**src/rtl/fractal_sync_pkg.sv**
```systemverilog
// fractal_sync_pkg
//   Shared definitions for the fractal_sync tx response path.
//   - fsync_rsp_default_t : default response layout used when the scheduler is
//                           instantiated without an explicit response type. Any
//                           replacement type must be packed and must provide
//                           1-bit fields named wake and grant.
//   - idx_w()             : index width for an N-entry source vector,
//                           max(1, $clog2(n)), so a single source still has a
//                           1-bit pointer.
package fractal_sync_pkg;

    typedef struct packed {
        logic [5:0] id;
        logic       grant;
        logic       wake;
    } fsync_rsp_default_t;

    function automatic int unsigned idx_w(input int unsigned n);
        return (n <= 2) ? 1 : $clog2(n);
    endfunction

endpackage

```
**src/rtl/fractal_sync_rr_pick.sv**
```systemverilog
// fractal_sync_rr_pick
//   Combinational masked round-robin picker. Grants the first requester at or
//   above the pointer; if there is none, it wraps around and grants the lowest
//   requester.
//   Ports:
//     req_i  in   N      request vector
//     ptr_i  in   IDX_W  round-robin pointer (highest-priority index)
//     gnt_o  out  N      one-hot grant, zero when there is no request
//     idx_o  out  IDX_W  index of the granted requester, 0 when there is none
//     any_o  out  1      at least one request is present
module fractal_sync_rr_pick #(
    parameter int N     = 2,
    parameter int IDX_W = 1
) (
    input  logic [N-1:0]     req_i,
    input  logic [IDX_W-1:0] ptr_i,
    output logic [N-1:0]     gnt_o,
    output logic [IDX_W-1:0] idx_o,
    output logic             any_o
);

    logic found;

    always_comb begin
        gnt_o = '0;
        idx_o = '0;
        found = 1'b0;
        // First pass: requesters in the upper, unmasked part [ptr, N-1].
        for (int i = 0; i < N; i++) begin
            if (!found && req_i[i] && (i >= int'(ptr_i))) begin
                found    = 1'b1;
                gnt_o[i] = 1'b1;
                idx_o    = IDX_W'(i);
            end
        end
        // Second pass: wrap around to the lowest requester.
        for (int i = 0; i < N; i++) begin
            if (!found && req_i[i]) begin
                found    = 1'b1;
                gnt_o[i] = 1'b1;
                idx_o    = IDX_W'(i);
            end
        end
        any_o = |req_i;
    end

endmodule

```
**src/rtl/fractal_sync_tx_sched.sv**
```systemverilog
// fractal_sync_tx_sched
//   Drains the fall-through response FIFOs of several tx datapaths onto one
//   shared response channel. Each cycle it picks at most one non-empty source
//   (round-robin, with optional preference for grant heads), pops that source,
//   and registers its head into a 1-deep valid/ready output stage.
//   Ports:
//     clk_i        in   1              clock
//     rst_i        in   1              synchronous reset, active-high
//     en_i         in   1              enable; 0 stops new pops only
//     src_empty_i  in   N_SRC          FIFO empty flags
//     src_rsp_i    in   N_SRC x rsp    FIFO heads
//     src_pop_o    out  N_SRC          FIFO pops, one-hot or zero
//     rsp_valid_o  out  1              output response valid
//     rsp_o        out  rsp            output response
//     rsp_ready_i  in   1              downstream accepts rsp_o
//     busy_o       out  1              output stage occupied
//     sent_cnt_o   out  CNT_W          saturating count of accepted responses
//   The output stage has two implicit states held in valid_q:
//     EMPTY (valid_q=0): goes FULL on a pop.
//     FULL  (valid_q=1): goes EMPTY on ready without a pop; stays FULL otherwise.
module fractal_sync_tx_sched
    import fractal_sync_pkg::*;
#(
    parameter type  fsync_rsp_t = fsync_rsp_default_t,
    parameter int   N_SRC       = 2,
    parameter logic PRIO_GRANT  = 1'b1,
    parameter int   CNT_W       = 16
) (
    input  logic                   clk_i,
    input  logic                   rst_i,
    input  logic                   en_i,
    input  logic [N_SRC-1:0]       src_empty_i,
    input  fsync_rsp_t [N_SRC-1:0] src_rsp_i,
    output logic [N_SRC-1:0]       src_pop_o,
    output logic                   rsp_valid_o,
    output fsync_rsp_t             rsp_o,
    input  logic                   rsp_ready_i,
    output logic                   busy_o,
    output logic [CNT_W-1:0]       sent_cnt_o
);

    localparam int IDX_W = idx_w(N_SRC);

    logic [IDX_W-1:0] rr_q;
    logic             valid_q;
    fsync_rsp_t       rsp_q;
    logic [CNT_W-1:0] sent_cnt_q;

    logic [N_SRC-1:0] nonempty;
    logic [N_SRC-1:0] grant_req;
    logic [N_SRC-1:0] cand;
    logic [N_SRC-1:0] gnt;
    logic [IDX_W-1:0] win_idx;
    logic [IDX_W-1:0] next_rr;
    logic             any_cand;
    logic             slot_free;
    logic             can_pop;
    logic             accept;

    always_comb begin
        nonempty = ~src_empty_i;
        for (int i = 0; i < N_SRC; i++) begin
            grant_req[i] = nonempty[i] & src_rsp_i[i].grant;
        end
        // Grant heads win only when at least one is present; otherwise every
        // non-empty source competes.
        cand = (PRIO_GRANT && (|grant_req)) ? grant_req : nonempty;
    end

    fractal_sync_rr_pick #(
        .N     (N_SRC),
        .IDX_W (IDX_W)
    ) u_pick (
        .req_i (cand),
        .ptr_i (rr_q),
        .gnt_o (gnt),
        .idx_o (win_idx),
        .any_o (any_cand)
    );

    assign slot_free = !valid_q | rsp_ready_i;
    assign can_pop   = en_i & slot_free & any_cand & !rst_i;
    assign accept    = valid_q & rsp_ready_i;
    assign next_rr   = (win_idx == IDX_W'(N_SRC - 1)) ? '0 : win_idx + IDX_W'(1);

    assign src_pop_o = can_pop ? gnt : '0;

    always_ff @(posedge clk_i) begin
        if (rst_i) begin
            valid_q    <= 1'b0;
            rsp_q      <= '0;
            rr_q       <= '0;
            sent_cnt_q <= '0;
        end else begin
            if (accept && (sent_cnt_q != '1)) begin
                sent_cnt_q <= sent_cnt_q + CNT_W'(1);
            end
            if (can_pop) begin
                rsp_q   <= src_rsp_i[win_idx];
                valid_q <= 1'b1;
                rr_q    <= next_rr;
            end else if (accept) begin
                valid_q <= 1'b0;
            end
        end
    end

    assign rsp_valid_o = valid_q;
    assign rsp_o       = rsp_q;
    assign busy_o      = valid_q;
    assign sent_cnt_o  = sent_cnt_q;

endmodule
```
**config.mk**
```make
export PLATFORM = sky130hd
export DESIGN_NAME = fractal_sync_tx_sched
export DESIGN_NICKNAME = d
export VERILOG_FILES = /design/src/rtl/fractal_sync_pkg.sv /design/src/rtl/fractal_sync_rr_pick.sv /design/src/rtl/fractal_sync_tx_sched.sv
export SDC_FILE = /design/constraint.sdc
export NUM_CORES = 1
export LEC_CHECK = 0
export BUFFER_PORTS_ARGS = -buffer_cell sky130_fd_sc_hd__clkbuf_2
export CORE_MARGIN = 2
export CORE_UTILIZATION = 48
export DETAILED_ROUTE_END_ITERATION = 12
export PLACE_DENSITY = 0.89
export SLEW_MARGIN = 20
export SYNTH_ARGS = -nofsm -noshare
export SYNTH_HDL_FRONTEND = slang
export SYNTH_HIERARCHICAL = 1
export SYNTH_SLANG_ARGS = --single-unit
```
**constraint.sdc**
```tcl
create_clock -name clk_i -period 2.1 [get_ports clk_i]
set_input_delay 0.42 -clock clk_i [delete_from_list [all_inputs] [get_ports clk_i]]
set_output_delay 0.42 -clock clk_i [all_outputs]
set_load 0.01 [all_outputs]
```
==> run metrics <==
clock buffer depth=2; ranking of synthesized cells by area=dfxtp_1, mux2i_1, a211oi_1; worst min-delay path startpoint=en_i; Worst R2R Path Depth=4; Routed Antenna Nets=0; Worst Path Max Fanout=4; total congestion overflow=0; Hold Path Depth=3; share of layout cells above drive strength 1=between 30% and 40%; synth warn=6; Synthesized Nets=~180; largest net degree at the start of global routing=32; Vias/cell=around 5.6; Final nets=238; crit-path cells=clkbuf_2 > nor3b_1 > nor2_1 > or2_1 > nand2_1 > nor3b_2 > and2_1 > clkbuf_2; area growth from synthesis to layout=28.7%; post-cts resize count=0; Die ar.=3270 µm²; commonest cells in the netlist=dfxtp_1, nor2_1, a211oi_1, mux2i_1, a21oi_1; setup bufs post-CTS=0; combinational fraction of design power=roughly 12%; fillcell total=243; Worst EP arrival=1.52 ns; Clock Power Share=between 30% and 40%; Cells after Synth=156; Synth async-reset ratio=0%; Root Buffer Master=clkbuf_4; # hold bufs at CTS=0; crit path launch=src_rsp_i[9]; FP Rows=19; Top cell by count, worst path=clkbuf_2; setup TNS=0 ns; clk sinks=26; Reg clk slew, reported paths=0.14 ns; most frequent cell after synthesis=dfxtp_1; Slew HR=73.5%; vias=1369; worst hold path type=in -> reg; library cells used by synthesis=38; IO Pins=50; reg-to-reg slack, setup=0.16 ns; total core area=approximately 2700 µm²; Chip Width=57.2 µm; max incr delay on CP=0.21 ns; reg2reg end=sent_cnt_o[15]$_SDFFE_PP0P_; Synth Area per Inst=8.71 µm²; peak supply drop=around 0.00047 V; GP Congestion=0.826; fin crit period=1.94 ns; status=finished, final reports clean; setup violators final=0; Post-DP Area=1700 µm²; Worst setup EP type=primary output; hold endpoint=busy_o$_SDFFE_PP0P_; I/O Buffers=49; period utilisation layout=92.4%; first-pass GRT wire length=5130 µm; post-synthesis instance area=1360 µm²; Int Power=758 µW; Synth top area share=38.3%; number of max-cap violations=0; initial core utilization=49.7%; WS Path Type=in -> out; clk_lat worst skew=approximately 0.32 ns; post-synthesis sequential area ratio=38.3%; Pleak=0.000724 µW; Req. time, crit path=1.68 ns; EDFF count, synth=0; 1st-iter DRT viols=56; Detail Placement HPWL=2340 µm; initial antenna violation count=0; vias in the first global route=1217; CTS tree=yes; Setup Skew=approximately 0.0060 ns; Max Clk Rate=515 MHz; R2R Path Start=sent_cnt_o[3]$_SDFFE_PP0P_; Seq pwr share=52.9%; DR WL/cell=approximately 13 µm; Main synth FF type=dfxtp_1; NetSw=218 µW; startpoint types=input pin; htree depth=1; first drt pass iteration count=4; pwr/cell area=558 nW/µm²; CTS Buf Count=3; crit path max-delay cell type=nor3b_2; Slew @ Worst Pin=0.393 ns; DRC Markers=0; GRT Total Usage=19.7%; Die Height=57.2 µm; post-route cell area=about 1700 µm²; # diodes=0; cell taking the most area after synthesis=dfxtp_1; RSZ-0062 raised after global routing=no; Final Slew Violations=0; Fin. Hold Viols=0; sw frac=about 22%; Routed WL=3070 µm; Synth Register Bits=26
-- power by group through the flow --
stage | clock network (µW) | logic [µW] | registers, µW
2_1_floorplan | 0 | 65.1 | 534
3_3_place_gp | 0 | 117 | 527
3_5_place_dp | 0 | 121 | 527
4_1_cts | 351 | 121 | 517
5_1_grt | 378 | 135 | 519
6_report | 340 | 119 | 517
-- cell type report --
class / instances / area, µm² / area share [%]
inverters: 3 / 11.3 / 0.644
clock buffers: 3 / 22.5 / 1.29
well taps: 31 / 38.8 / 2.22
repair buffers: 61 / 335 / 19.2
flip-flops and latches: 26 / 520 / 29.8
multi-input cells: 120 / 791 / 45.2
clock inverters: 1 / 30.0 / 1.72
-- placed cells by master (no fill, tap or decap), types with 2 or more instances in the layout --
cell | netlist | routed
a211oi_1 | 10 | 10
a21boi_1 | 3 | 3
a21oi_1 | 9 | 9
and2_1 | 2 | 2
and3_1 | 2 | 2
buf_4 | 2 | 12
clkbuf_2 | 0 | 49
clkbuf_4 | 0 | 3
dfxtp_1 | 26 | 26
inv_1 | 3 | 3
mux2_2 | 3 | 3
mux2i_1 | 10 | 10
nand2_1 | 8 | 8
nand2b_1 | 3 | 3
nand3_1 | 7 | 7
nand4_1 | 4 | 4
nor2_1 | 18 | 18
nor2b_1 | 4 | 4
nor3_1 | 5 | 5
nor4_1 | 4 | 4
o21ai_0 | 4 | 4
o31ai_1 | 5 | 5
or3_2 | 2 | 2
or4_1 | 3 | 3
-- worst max-delay path by stage --
stage / slack (ns) / to / cells after the start
6_report: 0.16 / src_pop_o[0] / 8
5_1_grt: 0.01 / src_pop_o[0] / 8
4_1_cts: 0.15 / src_pop_o[0] / 8
3_5_place_dp: 0.15 / src_pop_o[0] / 8
3_3_place_gp: 0.20 / src_pop_o[0] / 8
2_1_floorplan: 0.13 / src_pop_o[0] / 7
-- kinds of logic (layout without fill, tap and decap cells) --
family	after synthesis	in the layout	share of synthesized area, %
xor gates and xnor gates	1	1	0.645
DFF	26	26	38.3
adders and majority gates	1	1	0.921
buffers and inverters	10	68	3.87
and+or+nand+nor	72	72	30.4
muxes	13	13	9.85
AOI/OAI and AO/OA	33	33	16.0
-- layer usage --
layer	global-route usage [%]	wire length [µm]	vias up
met5	0	0	-
met4	7.97	23	0
met3	2.95	165	2
met2	35.1	1490	50
li1	-	-	698
met1	23.6	1390	619
-- stage by stage --
step	total power [µW]	instances	worst slack, ns	util (%)	hold WS [ns]
finish	976	245	0.159	64.0	0.369
global route	1030	245	0.0100	64.0	0.370
CTS	989	245	0.146	64.0	0.356
detailed placement	648	241	0.154	62.1	0.496
global placement	644	241	0.198	62.1	0.483
floorplan	599	156	0.134	-	0.491
-- sequential cells by signal, indices dropped and copies added, names as in the netlist --
register / flops
sent_cnt_o: 16
rsp_o: 8
busy_o: 1
rr_q: 1
-- critical path: cells and delay by family --
family / cells / cell delay (ns)
buffers and inverters: 2 / 0.23
and+or+nand+nor: 6 / 0.87
(Power assumes the default switching activity.)
